$ cat config.mk
export PLATFORM = sky130hd
export DESIGN_NAME = word_serializer
export DESIGN_NICKNAME = d
export VERILOG_FILES = /design/src/rtl/serial_link_pkg.sv /design/src/rtl/piso_shift_reg.sv /design/src/rtl/word_serializer.sv
export SDC_FILE = /design/constraint.sdc
export NUM_CORES = 1
export LEC_CHECK = 0
export ABC_CLOCK_PERIOD_IN_PS = 1900
export CORE_MARGIN = 4
export CORE_UTILIZATION = 60
export DETAILED_ROUTE_END_ITERATION = 10
export DONT_BUFFER_PORTS = 1
export PLACE_DENSITY = 0.76
export SLEW_MARGIN = 20
export SYNTH_ARGS = -nofsm -noshare
export SYNTH_HDL_FRONTEND = slang
export SYNTH_SLANG_ARGS = --single-unit
$ cat constraint.sdc
create_clock -name i_clk -period 1.9 [get_ports i_clk]
set_input_delay 0.285 -clock i_clk [delete_from_list [all_inputs] [get_ports i_clk]]
set_output_delay 0.285 -clock i_clk [all_outputs]
set_load 0.02 [all_outputs]
$ cat src/rtl/serial_link_pkg.sv
// Shared types and constants for the LSB-first serial word link.
// Optional feature macro: SERIALIZER_PARITY_EN (adds one even-parity bit per frame).
package serial_link_pkg;

    // Serializer FSM states; S_PARITY is only reachable with SERIALIZER_PARITY_EN.
    typedef enum logic [1:0] {
        S_IDLE   = 2'd0,
        S_SHIFT  = 2'd1,
        S_PARITY = 2'd2
    } ser_state_t;

    localparam int DEFAULT_LENGTH = 24;

    // Number of bits on the wire per frame for a given data length.
    function automatic int frame_bits(input int len);
`ifdef SERIALIZER_PARITY_EN
        return len + 1;
`else
        return len;
`endif
    endfunction

endpackage

$ cat src/rtl/piso_shift_reg.sv
// Parallel-in serial-out shift register: load, shift right, synchronous clear,
// all gated by a clock enable, with an asynchronous active-low clear.
// Priority when enabled: clear > load > shift.
module piso_shift_reg #(
    parameter int LENGTH = 24
) (
    input  logic              clk,
    input  logic              rst_n,
    input  logic              en,
    input  logic              load,
    input  logic              shift,
    input  logic              clear,
    input  logic [LENGTH-1:0] din,
    output logic [LENGTH-1:0] q
);

    // Register update: q[0] is always the bit currently on the wire.
    always_ff @(posedge clk or negedge rst_n) begin
        if (!rst_n) begin
            q <= '0;
        end else if (en) begin
            if (clear) begin
                q <= '0;
            end else if (load) begin
                q <= din;
            end else if (shift) begin
                q <= {1'b0, q[LENGTH-1:1]};
            end
        end
    end

endmodule

$ cat src/rtl/word_serializer.sv
// Parallel-to-serial transmitter: accepts a LENGTH-bit word and sends it
// LSB first, one bit per enabled clock, strobing o_dout_valid on the last
// bit of the frame.
// Optional feature macro: SERIALIZER_PARITY_EN appends an even-parity bit
// (carrying the strobe) after the data bits.
//
// Handshake: a word is transferred at a rising edge where
// i_word_valid && o_word_ready. o_word_ready is combinational,
// (state==S_IDLE) && i_en, and never depends on i_word_valid; i_word is
// sampled only at that edge. i_word_valid while busy is ignored.
module word_serializer
    import serial_link_pkg::*;
#(
    parameter int LENGTH = DEFAULT_LENGTH
) (
    input  logic              i_clk,
    input  logic              i_rst_n,
    input  logic              i_en,
    input  logic [LENGTH-1:0] i_word,
    input  logic              i_word_valid,
    output logic              o_word_ready,
    output logic              o_dout,
    output logic              o_dout_valid,
    output logic              o_busy,
    output ser_state_t        dbg_state
);

    localparam int CNT_W      = $clog2(LENGTH + 1);
    localparam int FRAME_BITS = frame_bits(LENGTH);
    // Counter value while the strobed (final) bit of the frame is on the wire.
    // With parity the counter has stepped to LENGTH when S_PARITY is entered.
    localparam logic [CNT_W-1:0] LAST_CNT  = CNT_W'(FRAME_BITS - 1);
    localparam logic [CNT_W-1:0] LAST_DATA = CNT_W'(LENGTH - 1);

    ser_state_t        state;
    ser_state_t        state_nxt;
    logic [CNT_W-1:0]  cnt;
    logic [CNT_W-1:0]  cnt_nxt;
    logic              valid_q;
    logic              valid_nxt;
    logic              busy_q;
    logic              busy_nxt;
    logic              accept;
    logic              sr_load;
    logic              sr_shift;
    logic              sr_clear;
    logic [LENGTH-1:0] sr_din;
    logic [LENGTH-1:0] shreg;

    assign o_word_ready = (state == S_IDLE) && i_en;
    assign accept       = i_word_valid && o_word_ready;

`ifdef SERIALIZER_PARITY_EN
    logic par;

    // Even parity of the accepted word, held for the trailing parity bit.
    always_ff @(posedge i_clk or negedge i_rst_n) begin
        if (!i_rst_n) begin
            par <= 1'b0;
        end else if (accept) begin
            par <= ^i_word;
        end
    end
`endif

    // Shift register; its bit 0 drives o_dout directly, so it is cleared
    // whenever the FSM returns to idle to keep the line low between frames.
    piso_shift_reg #(
        .LENGTH(LENGTH)
    ) u_shreg (
        .clk   (i_clk),
        .rst_n (i_rst_n),
        .en    (i_en),
        .load  (sr_load),
        .shift (sr_shift),
        .clear (sr_clear),
        .din   (sr_din),
        .q     (shreg)
    );

    // Next-state, counter and shift-register control.
    always_comb begin
        state_nxt = state;
        cnt_nxt   = cnt;
        sr_load   = 1'b0;
        sr_shift  = 1'b0;
        sr_clear  = 1'b0;
        sr_din    = i_word;
        case (state)
            S_IDLE: begin
                if (accept) begin
                    sr_load   = 1'b1;
                    cnt_nxt   = '0;
                    state_nxt = S_SHIFT;
                end
            end
            S_SHIFT: begin
                if (i_en) begin
                    cnt_nxt = cnt + CNT_W'(1);
                    if (cnt == LAST_DATA) begin
`ifdef SERIALIZER_PARITY_EN
                        // Replace the spent data with the parity bit at bit 0.
                        sr_load   = 1'b1;
                        sr_din    = {{(LENGTH-1){1'b0}}, par};
                        state_nxt = S_PARITY;
`else
                        sr_clear  = 1'b1;
                        state_nxt = S_IDLE;
`endif
                    end else begin
                        sr_shift = 1'b1;
                    end
                end
            end
            S_PARITY: begin
                if (i_en) begin
                    sr_clear  = 1'b1;
                    state_nxt = S_IDLE;
                end
            end
            default: begin
                sr_clear  = 1'b1;
                state_nxt = S_IDLE;
            end
        endcase
        busy_nxt  = (state_nxt != S_IDLE);
        valid_nxt = (state_nxt != S_IDLE) && (cnt_nxt == LAST_CNT);
    end

    // State, counter and registered strobe/busy flags; all frozen when i_en is low.
    always_ff @(posedge i_clk or negedge i_rst_n) begin
        if (!i_rst_n) begin
            state   <= S_IDLE;
            cnt     <= '0;
            valid_q <= 1'b0;
            busy_q  <= 1'b0;
        end else if (i_en) begin
            state   <= state_nxt;
            cnt     <= cnt_nxt;
            valid_q <= valid_nxt;
            busy_q  <= busy_nxt;
        end
    end

    assign o_dout       = shreg[0];
    assign o_dout_valid = valid_q;
    assign o_busy       = busy_q;
    assign dbg_state    = state;

endmodule

# Yosys cells after proc, flatten, opt, wreduce, memory -nomap -nowiden

Cells that the tools add are included.
W data, S select, Z words.

Reduce and logical (&&, ||, !) cells: 7
Equality and inequality tests: 4
$add $sub $neg: 1
Bitwise logic cells: 0
Muxes and demuxes: 20
Multiply operators: 0
Shift-type cells: 0
Div/mod/pow operators: 0
Order comparisons: 0

Operators with widths:

| operator              | count |
|---|---|
| $mux W24              | 3 |
| $eq A5 B5 Y1 const B  | 2 |
| $mux W5               | 2 |
| $pmux W5 S2           | 1 |
| $mux W1               | 8 |
| $mux W2               | 4 |
| $pmux W2 S3           | 1 |
| $add A5 B1 Y5 const B | 1 |
| $logic_and A1 B1 Y1   | 3 |
| $pmux W1 S3           | 1 |
| $reduce_bool A3 Y1    | 1 |
| $eq A2 B1 Y1 const B  | 1 |
| $eq A2 B2 Y1 const B  | 1 |
| $logic_not A2 Y1      | 1 |
| $reduce_and A2 Y1     | 1 |
| $reduce_bool A2 Y1    | 1 |

Latch bits: 0
ROM bits: 0
Bits in writable memories: 0
Register bits after elaboration: 33
Input port bits: 28
Memories kept: 0
Word-level logic and storage cells: 37

# Depth between registers and ports, before layout

Gate-level depths: netlist of run 1.

Depth after elaboration: 7
Gate-level depth with buffers: 7
Gate-level depth less buffers: 5

# Cells and area by module

A second synthesis of run 1 with hierarchy kept.

Cells, all modules: 164
Area, all modules: 1898.1 um^2

By module, submodules not included:

| module          | times used | cells an instance | area each (um^2) | seq. area each (um^2) |
|---|---|---|---|---|
| piso_shift_reg  | 1          | 109               | 1388.8           | 600.6 |
| word_serializer | 1          | 55                | 509.2            | 225.2 |

# Worst setup path before layout of run 1

No wires, ideal clock.

Path type: reg2reg
From: register state[0] (netlist: dbg_state[0])
To: register u_shreg.q[11]
Stages on the path, launching flop included: 8
Path buffers: 3
Period minus slack after synthesis: 1.544 ns
Setup slack: 0.356 ns
Data arrival time: 1.411 ns
Cells stage by stage: dfrtp_1 buf_6 nor2_2 and3_4 buf_12 buf_12 mux2i_1 o21ai_1

Cells in the longest elaborated chain, start to end: 7
Elaborated cells between the ends (all ways): 13
Classes of those cells: 2 x eq/ne; 6 x mux; 5 x reduce/logical

Ends and longest elaborated chain:

| item                                                     | RTL line                                     | source |
|---|---|---|
| start: declaration                                       | word_serializer.sv:35                        | `ser_state_t state;` |
| start signal: assignment                                 | word_serializer.sv:138                       | `state <= state_nxt;` |
| $logic_not A2 Y1                                         | word_serializer.sv:50, word_serializer.sv:89 |  |
| $logic_and A1 B1 Y1                                      | word_serializer.sv:50                        | `assign o_word_ready = (state == S_IDLE) && i_en;` |
| $logic_and A1 B1 Y1                                      | word_serializer.sv:51                        | `assign accept = i_word_valid && o_word_ready;` |
| $mux W1                                                  | word_serializer.sv:91                        | `if (accept) begin` |
| $mux W1                                                  | word_serializer.sv:89                        | `case (state)` |
| $reduce_bool A3 Y1 (no line) or $mux W24 (tied branches) | n/a                                          |  |
| $reduce_and A2 Y1 (no line) or $mux W24 (tied branches)  | n/a                                          |  |
| end signal: assignment                                   | piso_shift_reg.sv:25                         | `q <= din;` |
| end signal: assignment                                   | piso_shift_reg.sv:27                         | `q <= {1'b0, q[LENGTH-1:1]};` |
| end: declaration                                         | piso_shift_reg.sv:14                         | `output logic [LENGTH-1:0] q` |

Parallel ways exist; a longest one is shown, timed or not.
A chain may end at the register's enable or synchronous reset.

# Worst setup path after layout of run 1

From: register cnt[0]
To: register u_shreg.q[21]

Cells in the longest elaborated chain, start to end: 6
Elaborated cells between the ends (all ways): 10
Classes of those cells: 1 x eq/ne; 7 x mux; 2 x reduce/logical

Ends and longest elaborated chain:

| item                                   | RTL line               | source |
|---|---|---|
| start: declaration                     | word_serializer.sv:37  | `logic [CNT_W-1:0] cnt;` |
| start signal: assignment               | word_serializer.sv:139 | `cnt <= cnt_nxt;` |
| $eq A5 B5 Y1 *                         | word_serializer.sv:100 | `if (cnt == LAST_DATA) begin` |
| $mux W1                                | word_serializer.sv:100 |  |
| $mux W1                                | word_serializer.sv:98  | `if (i_en) begin` |
| $pmux W1 S3 or $mux W1 (tied branches) | word_serializer.sv:89  |  |
| $reduce_bool A3 Y1 (no line)           | n/a                    |  |
| $reduce_and A2 Y1 (no line)            | n/a                    |  |

Every way passes the cells marked *; elsewhere a longest branch is shown, timed or not.

==> reports/summary.txt, run 1 <==
Sink Count: 33
Max-Slew Margin vs Limit: 70.4%
Area of the mapped netlist: 1630 um2
Worst reg2reg path startpoint: cnt[0]
Clock-pin transition on the worst setup and hold timing paths: 0.10 ns
Vias per Instance: 5.79
Die Y: 60.1 um
Vias in the first global route: 1116
Largest net degree at the start of global routing: 34
Ant diodes: 0
CTS tree: done
Type of the worst min-delay path: primary input to flop
Routability cong.: 0.789
Synth cell types: 29
Syn Nets: 178
Full die area: 3610 um2
Synth top area cells: dfrtp_1, mux2i_1, o21ai_1, nand2_1, buf_12
I/O pin count: 34
Clk buf depth: 2
Leading area contributor after synthesis: dfrtp_1
Critical Path End Type: flop
Initial antenna violation count: 0
Sw power: 770 uW
Placed Area: 1600 um2
Clock latency on the worst-skew pair: 0.33 ns
FP Rows: 18
Most frequent cells in the layout: dfrtp_1, nand2_1, mux2i_1
Post-synthesis mux area share: 14.2%
Antenna-violating nets left: 0
Total gr overflow: 0
Status: finished, final reports clean
Register area: 826 um2
Finished Cell Area: 1700 um2
Count of filler cells inserted in the layout: 207
Syn-to-layout area delta: 4.31%
Max VDD drop: 0.000886 V
Yosys reg bits: 33
Finished Core Util: 67.3%
PortBufs: 0
Mean Syn Cell Area: 10.9 um2
Crit path launch: cnt[0]
Sequential power share: 52.3%
Sequential fraction of the synthesis area: 50.8%
First DRT Iteration DRCs: 30
Setup crit start kind: flop
Total Wirelength: 2.80 mm
Initial Util: 64.5%
WL/cell: 15.2 um
RSZ-0062 raised after global routing: false
Total GRT Usage: 18.4%
Non-Filler Instances: 184
Post-synthesis compound-gate area fraction: 14.4%
Core area: 2520 um2
Synth Area in XOR/XNOR: 1.08%
Fraction of layout instances using a drive strength above 1: 10.4%
Pins Over Slew Limit: 0
Skew final: 0.00914 ns
Final nets: 183
Simple-Gate Fraction of Synth Area: 13.2%
Drt first pass iters: 4
HPWL after DPL: 1.96 mm
Pre-CTS WS: 0.392 ns
Final setup violation count: 0
CTS buffer count: 5
Max Cap Viol: 0
DRC Markers: 0
H-tree Lvls: 2
Cells after DPL: 174
Clock power share: 17.5%
Crit Path Max Fanout: 23
Critical path arrival: 1.78 ns
Fin crit period: 1.54 ns
Int Pwr: 1.47 mW
Area occupied by multi-input gates: 708 um2
First-pass GRT wire length: 4.84 mm
Vias: 1066
Synthesized netlist cell count: 149
Worst hold start: i_word[23]
CTS root buffer: clkbuf_4
Ys Warns: 0
Adder-Cell Fraction of Synth Area: 0.769%
Setup TNS: 0 ns
Leak pwr: 0.697 nW
Setup slack after layout: 0.363 ns
Final Cycle Share: 80.9%
Largest family of logic cells by synthesized area: compound AO/OA/AOI/OAI gates
Area fraction of the dominant cell type after synthesis: 50.8%
Fraction of power spent switching nets: 34.4%
Max Fclk: 650 MHz
Critical Path RT: 2.15 ns
Pwr dens: 1320 nW/um2
Commonest non-fill, non-tap cell in the layout: dfrtp_1
Final hold violations: 0
Comb pwr share: 30.2%
Worst slew pin tran: 0.443 ns
Critical path type: flop to flop
Die W: 60.1 um
[cell usage after synthesis]
master	instances
a21oi_1	1
nor2b_1	2
a22o_1	2
xnor2_1	1
mux2i_1	23
a41o_1	1
o21ai_0	7
xor2_1	1
nor2b_2	1
dfrtp_1	33
ha_1	1
clkbuf_1	3
buf_12	3
nand2_1	27
o21ai_1	21
nand3b_1	1
a21o_1	2
nor2_2	1
and3_4	1
buf_2	2
o31ai_4	1
o22ai_1	1
nand2b_1	6
and4b_1	1
a32o_1	1
o21ai_2	1
and2_1	1
nand4_1	2
buf_6	1
[sequential cells by signal, summed over array words and instances, names as in the netlist]
| signal | count |
|---|---|
| o_busy | 1 |
| u_shreg.q | 24 |
| dbg_state | 2 |
| o_dout_valid | 1 |
| cnt | 5 |
[stage by stage]
stage,power [mW],hold WS (ns)
2_1_floorplan,1.75,-0.0106
3_3_place_gp,1.81,-0.00982
3_5_place_dp,1.85,-0.00981
4_1_cts,2.26,0.00221
5_1_grt,2.44,0.0680
6_report,2.24,0.0977
[worst max-delay path, cell delays in order, from the launching register on]
cell and delay (ns):
dfrtp_1 0.42, ha_1 0.25, and4b_1 0.21, a21o_1 0.18, buf_4 0.20, o21ai_0 0.20
[power groups by stage]
| stage | combinational (mW) | sequential, mW | clock, mW |
|---|---|---|---|
| 2_1_floorplan | 0.599 | 1.15 | 0 |
| 3_3_place_gp | 0.638 | 1.17 | 0 |
| 3_5_place_dp | 0.667 | 1.19 | 0 |
| 4_1_cts | 0.688 | 1.17 | 0.404 |
| 5_1_grt | 0.793 | 1.21 | 0.439 |
| 6_report | 0.677 | 1.17 | 0.391 |
[per-layer routing]
layer	wire [um]	track usage [%]
met3	223	8.42
met5	0	0
met2	1390	31.8
met1	1150	19.8
met4	42	6.01
[cell families after synthesis]
kind of cell	count (synthesis)
XOR/XNOR	2
buffers and inverters	9
flip-flops	33
AO/OA/AOI/OAI	38
adder cells (fa/ha/maj)	1
AND/OR/NAND/NOR	43
multiplexers	23
[area by class of cell]
cell class	count	area share [%]
sequential	33	48.7
multi-input combinational	107	41.7
timing repair buffer	7	4.13
clock buffer	7	3.24
tap	30	2.21
[worst paths after layout]
check                      cells past startpoint            end  slack (ns)
max in group asynchronous                      2   u_shreg.q[6]        1.33
min in group asynchronous                      2   u_shreg.q[0]        0.39
max                                            5  u_shreg.q[21]        0.36
max reg2reg                                    5  u_shreg.q[21]        0.36
min                                            1  u_shreg.q[23]         0.1
min reg2reg                                    2   u_shreg.q[9]        0.49
[what timing repair did]
item | in CTS | in global routing
setup buffers | 0 | 0
resized for setup | 0 | 0
endpoints found under the hold margin | 33 | 1
hold buffers | 2 | 1
Power figures use the tool's default switching activity.
==> inputs of run 2 (changes only) <==
- ABC_CLOCK_PERIOD_IN_PS: 1900 -> 1450
- clock period: 1.9 -> 1.45 ns (I/O delays scaled with it)
==> run 2 against run 1 <==
Against the previous run: sequential share of layout area shrank 3.5 points; wire length grew 12%; power grew 40%; critical path depth is the same; setup slack lost 0.32 ns; largest cell class unchanged; combinational power grew 57%; sequential power grew 33%; register-to-register slack lost 0.32 ns.
==> reports/summary.txt, run 2 (synthesis results as in run 1) <==
Clock-pin transition on the worst setup and hold timing paths: 0.10 ns (about the same)
WL/cell: 16.2 um (+6.0%)
I/O pin count: 34 (unchanged)
Syn-to-layout area delta: 12.8%
Largest register FFs: 24 (unchanged)
First-pass GRT wire length: 5.26 mm (+8.7%)
R2R depth: 5 (unchanged)
H-tree Lvls: 2 (unchanged)
DRC Markers: 0 (unchanged)
CTS root buffer: clkbuf_4
Critical Path End Type: flop
HPWL after DPL: 2.09 mm (+6.7%)
Final setup violation count: 0 (unchanged)
First DRT Iteration DRCs: 46 (+53%)
Status: finished, final reports clean
Final hold slack: 0.0456 ns (-0.0521 ns)
Vias per Instance: 5.75 (-0.71%)
Clk buf depth: 2 (unchanged)
Pins Over Slew Limit: 0 (unchanged)
Sink Count: 33 (unchanged)
Setup crit start kind: flop
Final hold violations: 0 (unchanged)
Total GRT Usage: 20.1% (+1.7 points)
Clock latency on the worst-skew pair: 0.34 ns (about the same)
PortBufs: 0 (unchanged)
CTS buffer count: 5 (unchanged)
Hold Path Depth: 2 (+1)
Vias: 1116 (+4.7%)
Routability cong.: 0.822 (+4.1%)
Setup TNS: 0 ns (unchanged)
FP Rows: 18 (unchanged)
Max Fclk: 712 MHz (+9.5%)
Drt first pass iters: 4 (unchanged)
Full die area: 3610 um2 (unchanged)
Initial Util: 64.5% (unchanged)
Total Wirelength: 3.13 mm (+12%)
Pre-CTS WS: -0.00249 ns (-0.395 ns)
Setup slack after layout: 0.0459 ns (-0.317 ns)
Max-Slew Margin vs Limit: 84.8% (+14 points)
Critical Path RT: 1.71 ns (-0.44 ns)
Fin crit period: 1.40 ns (-0.133 ns)
Skew final: 0.00495 ns (-0.00419 ns)
Pwr dens: 1700 nW/um2 (+29%)
Core area: 2520 um2 (unchanged)
RSZ-0062 raised after global routing: true
Crit Path Max Fanout: 23 (unchanged)
Die Y: 60.1 um (unchanged)
Worst slew pin tran: 0.229 ns (-0.214 ns)
Critical path arrival: 1.67 ns (-0.11 ns)
Largest net degree at the start of global routing: 34 (unchanged)
Critical path type: flop to flop
Commonest non-fill, non-tap cell in the layout: dfrtp_1
Type of the worst min-delay path: primary input to flop
Final nets: 192 (+4.9%)
Final Cycle Share: 96.8% (+16 points)
Total gr overflow: 0 (unchanged)
Max Cap Viol: 0 (unchanged)
Vias in the first global route: 1118 (+0.18%)
Fraction of layout instances using a drive strength above 1: 18.9% (+8.5 points)
Antenna-violating nets left: 0 (unchanged)
Initial antenna violation count: 0 (unchanged)
Total Power: 3.12 mW (+40%)
Non-Filler Instances: 194 (+5.4%)
Die W: 60.1 um (unchanged)
Cells after DPL: 177 (+1.7%)
Max VDD drop: 0.00109 V (+23%)
Ant diodes: 0 (unchanged)
CTS tree: done
Biggest register: u_shreg.q
Leak pwr: 0.762 nW (+9.3%)
Most frequent cells in the layout: dfrtp_1, nand2_1, mux2i_1, o21ai_1, buf_4
==> run 2: final timing paths <==
path / from / endpoint / slack [ns]
worst min register to register: u_shreg.q[17] / u_shreg.q[17] / 0.49
max in group asynchronous: i_rst_n / dbg_state[1] / 0.92
worst max-delay path: cnt[0] / u_shreg.q[14] / 0.05
worst min-delay path: i_en / o_busy / 0.05
worst max register to register: cnt[0] / u_shreg.q[14] / 0.05
min in group asynchronous: i_rst_n / u_shreg.q[5] / 0.35
==> run 2: worst max-delay path, cell delays in order, from the launching register on <==
cell     delay [ns]
dfrtp_1        0.40
ha_1           0.21
and4b_1        0.20
a21o_1         0.21
buf_12         0.16
o21ai_1        0.14
==> run 2: metal layers <==
metal  track usage (%)  wire, um  vias to the layer above
met4              7.59        25                        0
met2              28.2      1440                       42
li1                  -         -                      551
met3              10.2       300                        4
met1              26.4      1370                      519
met5                 0         0                        -
==> run 2: timing repair <==
| action | in CTS | in global routing |
|---|---|---|
| gates cloned | 0 | 0 |
| gates resized for setup | 0 | 6 |
| setup buffers | 1 | 4 |
| hold buffers | 4 | 0 |
| hold endpoints to repair | 35 | 0 |
| setup endpoints to repair | 1 | 13 |
==> run 2: where the power goes <==
part / total, mW / switching, mW / internal (mW)
Sequential: 1.56 / 0.272 / 1.29
Combinational: 1.06 / 0.527 / 0.536
Clock: 0.504 / 0.321 / 0.183
Total: 3.12 / 1.12 / 2.00
==> run 2: area by class of cell <==
cell class	instances	area [um2]
Sequential cell	33	828
Multi-Input combinational cell	107	724
Fill cell	190	687
Timing Repair Buffer	16	190
Clock buffer	5	37.5
Tap cell	30	37.5
Clock inverter	3	17.5
==> run 2: through the flow <==
step / instance area, um2 / utilization [%]
after floorplan: 1630 / -
after global placement: 1680 / 66.7
after detailed placement: 1680 / 66.7
after CTS: 1790 / 71.1
after global routing: 1840 / 72.8
final: 1840 / 72.8
==> inputs of run 3 (changes only) <==
- CTS_BUF_LIST: default -> sky130_fd_sc_hd__clkbuf_8 sky130_fd_sc_hd__clkbuf_16
==> run 3 against run 2 <==
Against the previous run: via count fell by 1.6%; setup slack about the same; clock power is 33% higher; sequential power is essentially flat; final area up 0.95%; non-clock buffer count fell by 1; sequential cell count is the same; die area is the same; sequential share of layout area decreased by 0.43 points; critical path depth did not move; wire length fell by 1.2%; maximum frequency is essentially flat; largest power group unchanged.
==> reports/summary.txt, run 3 (synthesis results as in run 1) <==
Fraction of layout instances using a drive strength above 1: 18.4% (-0.50 points)
Final hold violations: 0 (unchanged)
First DRT Iteration DRCs: 56 (+22%)
Total Power: 3.28 mW (+5.1%)
CTS buffer count: 5 (unchanged)
Int Pwr: 2.15 mW (+7.3%)
Count of filler cells inserted in the layout: 188 (-1.1%)
Hold Path Depth: 1 (-1)
Setup TNS: 0 ns (unchanged)
Area occupied by multi-input gates: 721 um2 (-0.52%)
DRC Markers: 0 (unchanged)
Most frequent cells in the layout: dfrtp_1, nand2_1, o21ai_1
Setup slack after layout: 0.0455 ns (-0.000402 ns)
Vias in the first global route: 1096 (-2.0%)
Initial Util: 64.5% (unchanged)
Fin crit period: 1.40 ns (+0.000402 ns)
Largest register FFs: 24 (unchanged)
Largest net degree at the start of global routing: 34 (unchanged)
Commonest non-fill, non-tap cell in the layout: dfrtp_1
Syn-to-layout area delta: 13.9%
Full die area: 3610 um2 (unchanged)
Hold Path End: u_shreg.q[23]
H-tree Lvls: 2 (unchanged)
Worst path slowest cell: dfrtp_1
Max-Slew Margin vs Limit: 84.9% (+0.091 points)
Pwr dens: 1770 nW/um2 (+4.1%)
Initial antenna violation count: 0 (unchanged)
Max Cap Viol: 0 (unchanged)
Pins Over Slew Limit: 0 (unchanged)
Status: finished, final reports clean
Max Fclk: 712 MHz (about the same)
Total gr overflow: 0 (unchanged)
Final Cycle Share: 96.9% (about the same)
Ant diodes: 0 (unchanged)
Clk buf depth: 2 (unchanged)
Cells after DPL: 177 (unchanged)
Reg2Reg Setup Slack: 0.05 ns (about the same)
Leak pwr: 0.769 nW (+0.92%)
WL/cell: 16.0 um (-0.73%)
Clock-pin transition on the worst setup and hold timing paths: 0.07 ns (-0.03 ns)
Sequential power share: 47.5% (-2.4 points)
Skew final: 0.00344 ns (-0.00151 ns)
Crit path launch: cnt[0]
Worst path cell trace: ha_1, and4b_1, a21o_1, buf_12, o21ai_1
Critical Path RT: 1.66 ns (-0.05 ns)
Delay-heaviest family, CP: flip-flops
Type of the worst min-delay path: primary input to flop
Antenna-violating nets left: 0 (unchanged)
Total GRT Usage: 19.7% (-0.36 points)
FP Rows: 18 (unchanged)
Crit-path max cell delay: 0.39 ns (about the same)
Critical Path End Type: flop
Crit path buffers/inverters: 1 (unchanged)
Vias per Instance: 5.69 (-1.1%)
Vias: 1098 (-1.6%)
Critical path arrival: 1.61 ns (-0.06 ns)
Critical path type: flop to flop
Final setup violation count: 0 (unchanged)
I/O pin count: 34 (unchanged)
Clock latency on the worst-skew pair: 0.29 ns (-0.05 ns)
Sw power: 1.13 mW (+1.1%)
Biggest register: u_shreg.q
Total Wirelength: 3.10 mm (-1.2%)
R2R depth: 5 (unchanged)
Worst hold start: i_word[23]
Final nets: 191 (-0.52%)
Max VDD drop: 0.00126 V (+16%)
Sink Count: 33 (unchanged)
Register area: 828 um2 (unchanged)
Worst reg2reg path startpoint: cnt[0]
Die W: 60.1 um (unchanged)
Setup crit start kind: flop
First-pass GRT wire length: 5.19 mm (-1.4%)
Crit Path Max Fanout: 23 (unchanged)
Fraction of power spent switching nets: 34.5% (-1.4 points)
CTS tree: done
Reg2reg end: u_shreg.q[14]
Pre-CTS WS: -0.00249 ns (unchanged)
Clock power share: 20.4% (+4.3 points)
Core area: 2520 um2 (unchanged)
Comb pwr share: 32.1% (-1.9 points)
HPWL after DPL: 2.09 mm (unchanged)
Drt first pass iters: 4 (unchanged)
Die Y: 60.1 um (unchanged)
CTS root buffer: clkbuf_8
Non-Filler Instances: 193 (-0.52%)
Routability cong.: 0.822 (unchanged)
PortBufs: 0 (unchanged)
Worst slew pin tran: 0.228 ns (-0.00136 ns)
## run 3: changes by cell type in the layout (fill, tap and decap cells not counted)
cell	change
dlygate4sd3_1	-1
o21ai_1	+1
o21ai_2	-1
clkbuf_8	+5
clkbuf_4	-5
## run 3: layout make-up
cell class | count | share of cell area [%]
well taps | 30 | 2.03
flip-flops and latches | 33 | 44.7
clock inverters | 3 | 0.945
clock buffers | 5 | 3.71
multi-input cells | 107 | 38.9
repair buffers | 15 | 9.72
## run 3: worst max path at each step
stage	end	slack, ns	cells past startpoint
after floorplan	u_shreg.q[11]	-0.02	7
after global placement	u_shreg.q[3]	0.09	5
after detailed placement	u_shreg.q[21]	-0.002	5
after CTS	u_shreg.q[21]	0.03	5
after global routing	u_shreg.q[12]	-0.007	5
final	u_shreg.q[14]	0.05	5
## run 3: power by group through the flow
stage               clock network (mW)  registers, mW  logic (mW)
finish                           0.670           1.56        1.05
CTS                              0.698           1.56       0.997
floorplan                            0           1.51       0.789
detailed placement                   0           1.58       0.942
global placement                     0           1.55       0.900
global route                     0.744           1.61        1.20
## run 3: metrics by stage
step / cell area, um2 / hold slack [ns] / util, %
after floorplan: 1630 / -0.0781 / -
after global placement: 1680 / -0.0773 / 66.7
after detailed placement: 1680 / -0.0773 / 66.7
after CTS: 1820 / 0.0478 / 72.0
after global routing: 1850 / 0.0680 / 73.5
final: 1850 / 0.0622 / 73.5
## run 3: layer usage
metal | track usage (%) | part of all wire (%) | vias up
met5 | 0 | 0 | -
met3 | 10.2 | 9.2 | 3
met2 | 27.8 | 43 | 35
met1 | 26.5 | 46 | 514
met4 | 5.70 | 1.2 | 0
li1 | - | - | 546
## run 3: repair_timing
item | in CTS | in global routing
resized for setup | 0 | 5
endpoints found under the hold margin | 34 | 0
buffers inserted | 1 | 4
setup endpoints to repair | 1 | 9
hold buffers | 3 | 0
